==> src/rtl/copro_alu_pipe_pkg.sv <==
// Coprocessor instruction types, tag types and the 64-bit rotate helper
// shared by the ALU pipeline, its bus interface and the testbench.
package copro_alu_pipe_pkg;

   typedef logic [31:0] hartid_t;
   typedef logic [3:0]  id_t;

   typedef enum logic [3:0] {
      NOP          = 4'd0,
      ADD          = 4'd1,
      DOUBLE_RS1   = 4'd2,
      DOUBLE_RS2   = 4'd3,
      ADD_MULTI    = 4'd4,
      ADD_RS3_R    = 4'd5,
      MADD_RS3_R4  = 4'd6,
      MSUB_RS3_R4  = 4'd7,
      NMADD_RS3_R4 = 4'd8,
      NMSUB_RS3_R4 = 4'd9,
      ROR64H       = 4'd10,
      ROR64L       = 4'd11,
      ROL64H       = 4'd12,
      ROL64L       = 4'd13
   } opcode_t;

   typedef enum logic {
      ROT_RIGHT = 1'b0,
      ROT_LEFT  = 1'b1
   } rot_dir_e;

   // Rotating a doubled copy keeps every amount 0..63 well defined,
   // including 0 (identity) and 32 (half swap).
   function automatic logic [63:0] rot64(input logic [31:0] hi,
                                         input logic [31:0] lo,
                                         input logic [5:0]  amount,
                                         input rot_dir_e    dir);
      logic [127:0] dbl;
      logic [127:0] sh;
      dbl = {hi, lo, hi, lo};
      if (dir == ROT_LEFT) begin
         sh = dbl << amount;
         return sh[127:64];
      end
      sh = dbl >> amount;
      return sh[63:0];
   endfunction

endpackage

==> src/rtl/copro_alu_pipe_if.sv <==
// Issue and result handshake bundle between the decoder stage, the ALU
// pipeline (slave) and the result consumer.
interface copro_alu_pipe_if #(
   parameter int unsigned XLEN        = 32,
   parameter int unsigned NrRgprPorts = 2
);
   import copro_alu_pipe_pkg::*;

   logic                              issue_valid_i;
   logic                              issue_ready_o;
   logic [NrRgprPorts-1:0][XLEN-1:0]  registers_i;
   opcode_t                           opcode_i;
   hartid_t                           hartid_i;
   id_t                               id_i;
   logic [4:0]                        rd_i;
   logic [5:0]                        imm_i;

   logic                              result_valid_o;
   logic                              result_ready_i;
   logic [XLEN-1:0]                   result_o;
   hartid_t                           hartid_o;
   id_t                               id_o;
   logic [4:0]                        rd_o;
   logic                              we_o;

   modport slave (
      input  issue_valid_i, registers_i, opcode_i, hartid_i, id_i, rd_i, imm_i,
      input  result_ready_i,
      output issue_ready_o,
      output result_valid_o, result_o, hartid_o, id_o, rd_o, we_o
   );

   modport master (
      output issue_valid_i, registers_i, opcode_i, hartid_i, id_i, rd_i, imm_i,
      output result_ready_i,
      input  issue_ready_o,
      input  result_valid_o, result_o, hartid_o, id_o, rd_o, we_o
   );

endinterface

==> src/rtl/copro_alu_pipe_result_fifo.sv <==
// Result FIFO with a registered head; a push into an empty FIFO is visible
// the next cycle. Head holds while not taken; flush empties it at the next edge.
module copro_result_fifo #(
   parameter int unsigned W     = 8,
   parameter int unsigned DEPTH = 4
) (
   input  logic         clk_i,
   input  logic         rst_i,
   input  logic         flush_i,
   input  logic         push_i,
   input  logic [W-1:0] push_dat_i,
   output logic         head_vld_o,
   input  logic         head_rdy_i,
   output logic [W-1:0] head_dat_o
);
   localparam int unsigned PTR_W = (DEPTH > 1) ? $clog2(DEPTH) : 1;
   localparam int unsigned SLOTS = 1 << PTR_W;

   logic [W-1:0]     mem_q [SLOTS];
   logic [W-1:0]     mem_d [SLOTS];
   logic [PTR_W-1:0] wr_ptr_q, wr_ptr_d;
   logic [PTR_W-1:0] rd_ptr_q, rd_ptr_d;
   logic [PTR_W:0]   cnt_q, cnt_d;
   logic             head_vld_q, head_vld_d;
   logic [W-1:0]     head_dat_q, head_dat_d;
   logic             pop;
   logic             buf_empty;

   always_comb begin
      pop        = head_vld_q & head_rdy_i;
      buf_empty  = (cnt_q == '0);
      mem_d      = mem_q;
      wr_ptr_d   = wr_ptr_q;
      rd_ptr_d   = rd_ptr_q;
      cnt_d      = cnt_q;
      head_vld_d = head_vld_q;
      head_dat_d = head_dat_q;
      if (pop) begin
         if (!buf_empty) begin
            head_dat_d = mem_q[rd_ptr_q];
            rd_ptr_d   = rd_ptr_q + 1'b1;
            cnt_d      = cnt_q - 1'b1;
         end else begin
            head_vld_d = 1'b0;
         end
      end
      // Bypass into the head only when nothing older is waiting behind it.
      if (push_i) begin
         if (!head_vld_q || (pop && buf_empty)) begin
            head_vld_d = 1'b1;
            head_dat_d = push_dat_i;
         end else begin
            mem_d[wr_ptr_q] = push_dat_i;
            wr_ptr_d        = wr_ptr_q + 1'b1;
            cnt_d           = cnt_d + 1'b1;
         end
      end
      if (flush_i) begin
         head_vld_d = 1'b0;
         wr_ptr_d   = '0;
         rd_ptr_d   = '0;
         cnt_d      = '0;
      end
   end

   always_ff @(posedge clk_i or posedge rst_i) begin
      if (rst_i) begin
         for (int i = 0; i < SLOTS; i++) mem_q[i] <= '0;
         wr_ptr_q   <= '0;
         rd_ptr_q   <= '0;
         cnt_q      <= '0;
         head_vld_q <= 1'b0;
         head_dat_q <= '0;
      end else begin
         mem_q      <= mem_d;
         wr_ptr_q   <= wr_ptr_d;
         rd_ptr_q   <= rd_ptr_d;
         cnt_q      <= cnt_d;
         head_vld_q <= head_vld_d;
         head_dat_q <= head_dat_d;
      end
   end

   assign head_vld_o = head_vld_q;
   assign head_dat_o = head_dat_q;

endmodule

==> src/rtl/copro_alu_pipe.sv <==
// Pipelined coprocessor ALU: compute at issue, Latency cycles to result_valid_o.
// Credits bound in-flight plus buffered work to FifoDepth, so issue stalls instead of dropping.
module copro_alu_pipe
   import copro_alu_pipe_pkg::*;
#(
   parameter int unsigned XLEN        = 32,
   parameter int unsigned NrRgprPorts = 2,
   parameter int unsigned Latency     = 2,
   parameter int unsigned FifoDepth   = 4
) (
   input  logic             clk_i,
   input  logic             rst_i,
   input  logic             flush_i,
   copro_alu_pipe_if.slave  bus
);
   localparam int unsigned UW = $clog2(FifoDepth + 1);

   typedef struct packed {
      logic [XLEN-1:0] result;
      hartid_t         hartid;
      id_t             id;
      logic [4:0]      rd;
      logic            we;
   } entry_t;

   logic [UW-1:0]   used_q, used_d;
   logic            issue_ready;
   logic            accept;
   logic            pop;
   logic [XLEN-1:0] rs1, rs2, rs3;
   logic [XLEN-1:0] sum3, dif3;
   logic [63:0]     rot_r, rot_l;
   entry_t          alu_dat;
   entry_t          fifo_dat;
   logic            fifo_push;
   entry_t          head_dat;
   logic            head_vld;

   assign rs1 = bus.registers_i[0];
   assign rs2 = bus.registers_i[1];
   if (NrRgprPorts == 3) begin : g_rs3
      assign rs3 = bus.registers_i[2];
   end else begin : g_no_rs3
      assign rs3 = '0;
   end

   // Credits count accepted-but-not-popped work, so readiness never looks at issue_valid_i.
   assign issue_ready       = ~rst_i & ~flush_i & (used_q < UW'(FifoDepth));
   assign bus.issue_ready_o = issue_ready;
   assign accept            = bus.issue_valid_i & issue_ready;
   assign pop               = head_vld & bus.result_ready_i;

   always_comb begin
      used_d = used_q;
      if (flush_i) begin
         used_d = '0;
      end else if (accept && !pop) begin
         used_d = used_q + 1'b1;
      end else if (!accept && pop) begin
         used_d = used_q - 1'b1;
      end
   end

   always_ff @(posedge clk_i or posedge rst_i) begin
      if (rst_i) used_q <= '0;
      else       used_q <= used_d;
   end

   always_comb begin
      sum3           = rs1 + rs2 + rs3;
      dif3           = rs1 - rs2 - rs3;
      rot_r          = rot64(rs1[31:0], rs2[31:0], bus.imm_i, ROT_RIGHT);
      rot_l          = rot64(rs1[31:0], rs2[31:0], bus.imm_i, ROT_LEFT);
      alu_dat        = '0;
      alu_dat.hartid = bus.hartid_i;
      alu_dat.id     = bus.id_i;
      alu_dat.rd     = bus.rd_i;
      alu_dat.we     = 1'b1;
      case (bus.opcode_i)
         NOP: begin
            alu_dat.rd = '0;
            alu_dat.we = 1'b0;
         end
         ADD, ADD_MULTI: alu_dat.result = rs1 + rs2;
         DOUBLE_RS1:     alu_dat.result = rs1 << 1;
         DOUBLE_RS2:     alu_dat.result = rs2 << 1;
         MADD_RS3_R4:    alu_dat.result = sum3;
         MSUB_RS3_R4:    alu_dat.result = dif3;
         NMADD_RS3_R4:   alu_dat.result = ~sum3;
         NMSUB_RS3_R4:   alu_dat.result = ~dif3;
         ADD_RS3_R: begin
            alu_dat.result = sum3;
            alu_dat.rd     = 5'd10;
         end
         ROR64H:  alu_dat.result = XLEN'(rot_r[63:32]);
         ROR64L:  alu_dat.result = XLEN'(rot_r[31:0]);
         ROL64H:  alu_dat.result = XLEN'(rot_l[63:32]);
         ROL64L:  alu_dat.result = XLEN'(rot_l[31:0]);
         default: alu_dat.we = 1'b0;
      endcase
   end

   // The FIFO head register is the final stage; these are the ones before it.
   if (Latency > 1) begin : g_stages
      localparam int unsigned NS = Latency - 1;
      logic [NS-1:0] vld_q, vld_d;
      entry_t        dat_q [NS];
      entry_t        dat_d [NS];

      always_comb begin
         vld_d[0] = accept;
         dat_d[0] = alu_dat;
         for (int i = 1; i < NS; i++) begin
            vld_d[i] = vld_q[i-1];
            dat_d[i] = dat_q[i-1];
         end
         if (flush_i) vld_d = '0;
      end

      always_ff @(posedge clk_i or posedge rst_i) begin
         if (rst_i) begin
            vld_q <= '0;
            for (int i = 0; i < NS; i++) dat_q[i] <= '0;
         end else begin
            vld_q <= vld_d;
            dat_q <= dat_d;
         end
      end

      assign fifo_push = vld_q[NS-1];
      assign fifo_dat  = dat_q[NS-1];
   end else begin : g_direct
      assign fifo_push = accept;
      assign fifo_dat  = alu_dat;
   end

   copro_result_fifo #(
      .W     ($bits(entry_t)),
      .DEPTH (FifoDepth)
   ) u_fifo (
      .clk_i      (clk_i),
      .rst_i      (rst_i),
      .flush_i    (flush_i),
      .push_i     (fifo_push),
      .push_dat_i (fifo_dat),
      .head_vld_o (head_vld),
      .head_rdy_i (bus.result_ready_i),
      .head_dat_o (head_dat)
   );

   assign bus.result_valid_o = head_vld;
   assign bus.result_o       = head_dat.result;
   assign bus.hartid_o       = head_dat.hartid;
   assign bus.id_o           = head_dat.id;
   assign bus.rd_o           = head_dat.rd;
   assign bus.we_o           = head_dat.we;

endmodule
==> src/flat_wrapper.sv <==
// flat-port wrapper written by rule: the top's interface ports become plain ports
module copro_alu_pipe_flat import copro_alu_pipe_pkg::*;
#(
   parameter int unsigned XLEN        = 32,
   parameter int unsigned NrRgprPorts = 2,
   parameter int unsigned Latency     = 2,
   parameter int unsigned FifoDepth   = 4
)
  (clk_i, rst_i, flush_i, bus_issue_valid_i, bus_registers_i, bus_opcode_i, bus_hartid_i, bus_id_i, bus_rd_i, bus_imm_i, bus_result_ready_i, bus_issue_ready_o, bus_result_valid_o, bus_result_o, bus_hartid_o, bus_id_o, bus_rd_o, bus_we_o);
  copro_alu_pipe_if #(.XLEN(XLEN), .NrRgprPorts(NrRgprPorts)) bus_i ();
  input  logic clk_i;
  input  logic rst_i;
  input  logic flush_i;
  input wire logic [$bits(bus_i.issue_valid_i)-1:0] bus_issue_valid_i;
  input wire logic [$bits(bus_i.registers_i)-1:0] bus_registers_i;
  input wire logic [$bits(bus_i.opcode_i)-1:0] bus_opcode_i;
  input wire logic [$bits(bus_i.hartid_i)-1:0] bus_hartid_i;
  input wire logic [$bits(bus_i.id_i)-1:0] bus_id_i;
  input wire logic [$bits(bus_i.rd_i)-1:0] bus_rd_i;
  input wire logic [$bits(bus_i.imm_i)-1:0] bus_imm_i;
  input wire logic [$bits(bus_i.result_ready_i)-1:0] bus_result_ready_i;
  output wire logic [$bits(bus_i.issue_ready_o)-1:0] bus_issue_ready_o;
  output wire logic [$bits(bus_i.result_valid_o)-1:0] bus_result_valid_o;
  output wire logic [$bits(bus_i.result_o)-1:0] bus_result_o;
  output wire logic [$bits(bus_i.hartid_o)-1:0] bus_hartid_o;
  output wire logic [$bits(bus_i.id_o)-1:0] bus_id_o;
  output wire logic [$bits(bus_i.rd_o)-1:0] bus_rd_o;
  output wire logic [$bits(bus_i.we_o)-1:0] bus_we_o;
  assign bus_i.issue_valid_i = bus_issue_valid_i;
  assign bus_i.registers_i = bus_registers_i;
  assign bus_i.opcode_i = bus_opcode_i;
  assign bus_i.hartid_i = bus_hartid_i;
  assign bus_i.id_i = bus_id_i;
  assign bus_i.rd_i = bus_rd_i;
  assign bus_i.imm_i = bus_imm_i;
  assign bus_i.result_ready_i = bus_result_ready_i;
  assign bus_issue_ready_o = bus_i.issue_ready_o;
  assign bus_result_valid_o = bus_i.result_valid_o;
  assign bus_result_o = bus_i.result_o;
  assign bus_hartid_o = bus_i.hartid_o;
  assign bus_id_o = bus_i.id_o;
  assign bus_rd_o = bus_i.rd_o;
  assign bus_we_o = bus_i.we_o;
  copro_alu_pipe #(.XLEN(XLEN), .NrRgprPorts(NrRgprPorts), .Latency(Latency), .FifoDepth(FifoDepth)) u_core (.clk_i(clk_i), .rst_i(rst_i), .flush_i(flush_i), .bus(bus_i));
endmodule
==> config.mk <==
export PLATFORM = sky130hd
export DESIGN_NAME = copro_alu_pipe_flat
export DESIGN_NICKNAME = d
export VERILOG_FILES = /design/src/rtl/copro_alu_pipe_pkg.sv /design/src/rtl/copro_alu_pipe_if.sv /design/src/rtl/copro_alu_pipe_result_fifo.sv /design/src/rtl/copro_alu_pipe.sv /design/src/flat_wrapper.sv
export SDC_FILE = /design/constraint.sdc
export NUM_CORES = 2
export LEC_CHECK = 0
export BUFFER_PORTS_ARGS = -buffer_cell sky130_fd_sc_hd__buf_2
export CAP_MARGIN = 20
export CORE_MARGIN = 2
export CORE_UTILIZATION = 35
export DETAILED_ROUTE_END_ITERATION = 16
export PLACE_DENSITY = 0.62
export SLEW_MARGIN = 20
export SYNTH_ARGS = -nofsm -noshare
export SYNTH_HDL_FRONTEND = slang
export SYNTH_SLANG_ARGS = --single-unit
==> constraint.sdc <==
create_clock -name clk_i -period 28.2 [get_ports clk_i]
set_input_delay 5.64 -clock clk_i [delete_from_list [all_inputs] [get_ports clk_i]]
set_output_delay 5.64 -clock clk_i [all_outputs]
set_load 0.02 [all_outputs]
==> results.sh <==
export IMPL_outcome="completed"
export IMPL_antenna_found_initial=11
export IMPL_cp_end_kind="output pin"
export IMPL_ys_seq_area_frac=0.347
export IMPL_finalNetCount=3491
export IMPL_coreArea_sq_mm=0.0932
export IMPL_finalSetupTns_ns=0
export IMPL_synthAdderAreaFrac=0.0285
export IMPL_cts_buffer_depth=3
export IMPL_synth_top_family_by_area="multiplexers"
export IMPL_cts_setup_buffers=0
export IMPL_yosysTopAreaCell="dfrtp_1"
export IMPL_wl_mm=120
export IMPL_clock_fmax_mhz=83.7
export IMPL_synthMuxAreaShare=0.316
export IMPL_cap_violations=0
export IMPL_synth_cells=3287
export IMPL_grt_busiest_layer="met2"
export IMPL_dp_hpwl_mm=82.4
export IMPL_drt_wirelength_per_cell_um=26.2
export IMPL_vias=27700
export IMPL_synthSimpleGateAreaFrac=0.0992
export IMPL_cts_sinks=456
export IMPL_cts_root_buf="clkbuf_16"
export IMPL_synthArstFlopShare=1.00
export IMPL_cts_buffers=43
export IMPL_worst_path_max_fanout=12
export IMPL_synthTopCellsByCount="dfrtp_1, mux2_2, nor2_1, nand2_1, a21oi_1"
export IMPL_rsz0062_at_grt="false"
export IMPL_portBuffers=195
export IMPL_clk_latency_ns=0.55
export IMPL_cp_arrival_ns=6.31
export IMPL_p_per_area_mw_per_mm2=51.5
export IMPL_drtIter0Drc=3215
export IMPL_synth_area_leaders="dfrtp_1, mux2_2, mux4_2, mux2i_1, nor2_1"
export IMPL_overflow=0
export IMPL_grt_use_total=0.244
export IMPL_power_leakage_nw=15.9
export IMPL_synth_xor_area_share=0.0149
export IMPL_finalMaxSlewViolations=0
export IMPL_hold_class="reg2reg"
export IMPL_io_pins=196
export IMPL_drive_above_1_share=0.270
export IMPL_synth_top_area_frac=0.347
export IMPL_peakVddDrop_mv=0.0356
export IMPL_syn_area_per_cell_sq_um=10.0
export IMPL_crit_top_cell="buf_2"
export IMPL_grt_met2_usage=0.373
export IMPL_netlist_area_sq_mm=0.0329
export IMPL_synth_enable_flop_cells=0
export IMPL_grt_use_met1=0.328
export IMPL_synth_seq_cells=456
export IMPL_ys_warn_count=0
export IMPL_start_util=0.353
export IMPL_period_share=0.424
export IMPL_syn_nets=3480
export IMPL_critPathLaunchType="input pin"
export IMPL_die_area_sq_mm=0.0964
export IMPL_dr_pass1_iters=8
export IMPL_grt_max_degree=147
export IMPL_fp_row_count=112
export IMPL_grt_met3_usage=0.0518
export IMPL_h_tree_depth=2
export IMPL_hold_viol_final=0
export IMPL_area_growth_syn_to_layout_pct=10.3
export IMPL_crit_required_ns=22.56
export IMPL_path_clk_slew_ns=0.06
export IMPL_critPathTopFamily="buffers and inverters"
export IMPL_cts_tree="done"
export IMPL_slew_headroom=0.204
export IMPL_gp_congestion=1.04
export IMPL_postRouteAntennaNets=0
export IMPL_ys_types=89
export IMPL_hold_ws_ns=0.498
export IMPL_max_stage_delay_ns=0.28
export IMPL_synth_most_common_cell="dfrtp_1"
export IMPL_synth_compound_area_frac=0.147
export IMPL_cts_resized_gates=0
export IMPL_synth_main_ff_cell="dfrtp_1"
export IMPL_vias_per_cell=6.05
export IMPL_grt_pass1_wl_mm=177
export IMPL_route_detailed_drc=0
export IMPL_setup_viol=0
export IMPL_path_class="in2out"
export IMPL_die_width_um=310
export IMPL_max_slew_worst_pin_slew_ns=1.18
export IMPL_hold_buffers=0
export IMPL_cp_slowest_cell="nor3_1"
export IMPL_crit_buf_inv=2
export IMPL_first_global_vias=26900
export IMPL_die_h_um=310
export IMPL_min_period_ns=11.95
export IMPL_fin_skew_ns=0.0124
export IMPL_crit_chain="buf_2, nor3_1, buf_2"
-- logic make-up (layout without fill, tap and decap cells) --
logic type      Yosys count  count (layout)
simple gates            782             782
compound gates          775             775
flops                   456             456
buf+inv                 374             415
fa+ha+maj                73              73
xor+xnor                 56              56
mux                     771             771
other cells               0               5
-- final cells by class --
type / count / area [sq um]
Clock inverter: 13 / 119
Fill cell: 9213 / 56900
Timing Repair Buffer: 251 / 1460
Antenna cell: 5 / 12.5
Inverter: 89 / 343
Tap cell: 1254 / 1570
Multi-Input combinational cell: 2457 / 20000
Clock buffer: 62 / 1340
Sequential cell: 456 / 11400
-- flip-flops by register name (all words and copies together), names as in the netlist --
register	count
u_core.u_fifo.head_dat_o	74
u_core.u_fifo.mem_q	296
u_core.u_fifo.wr_ptr_q	2
u_core.u_fifo.cnt_q	3
u_core.fifo_dat	74
u_core.u_fifo.rd_ptr_q	2
u_core.fifo_push	1
u_core.used_q	3
u_core.u_fifo.head_vld_o	1
-- where the power goes --
| group | total [mW] | switching, mW | internal, mW |
|---|---|---|---|
| registers | 0.750 | 0.0413 | 0.709 |
| logic | 0.525 | 0.339 | 0.186 |
| clock network | 0.591 | 0.243 | 0.347 |
-- per-stage QoR --
stage          utilization  total power, mW  instance area (sq um)  setup slack [ns]  std cells
2_1_floorplan            -             1.09                  32900              9.85       3287
3_3_place_gp         0.373             1.27                  34800             16.23       4506
3_5_place_dp         0.373             1.27                  34800             16.25       4506
4_1_cts              0.389             1.87                  36200             16.25       4581
5_1_grt              0.389             1.95                  36200             16.18       4582
6_report             0.389             1.87                  36300             16.25       4587
-- worst paths after layout --
path	slack (ns)	start	cells past startpoint	to
setup / recovery	16.25	flush_i	3	bus_issue_ready_o
hold / removal	0.50	u_core.u_fifo.mem_q[181]	1	u_core.u_fifo.mem_q[181]
setup reg to reg	24.95	u_core.u_fifo.cnt_q[0]	8	u_core.u_fifo.head_dat_o[41]
hold reg to reg	0.50	u_core.u_fifo.mem_q[181]	1	u_core.u_fifo.mem_q[181]
max in group asynchronous	20.87	rst_i	4	u_core.u_fifo.mem_q[265]
min in group asynchronous	5.21	rst_i	2	u_core.u_fifo.head_vld_o
-- layout by cell type, fill, tap and decap left out, types with 51 or more instances in the layout --
master,instances
buf_4,56
o21ai_0,238
buf_2,190
ha_1,70
mux4_2,175
mux2_2,352
a21oi_1,241
nor2_1,343
dfrtp_1,454
nand2_1,284
a211oi_1,51
inv_1,83
mux2i_1,240
-- routing by layer --
metal | up-vias | wire, um
met1 | 13700 | 48600
met4 | 16 | 6630
met5 | - | 105
met3 | 338 | 12500
li1 | 12100 | -
met2 | 1543 | 52200
Note: power is estimated with default switching activity, not from simulation.
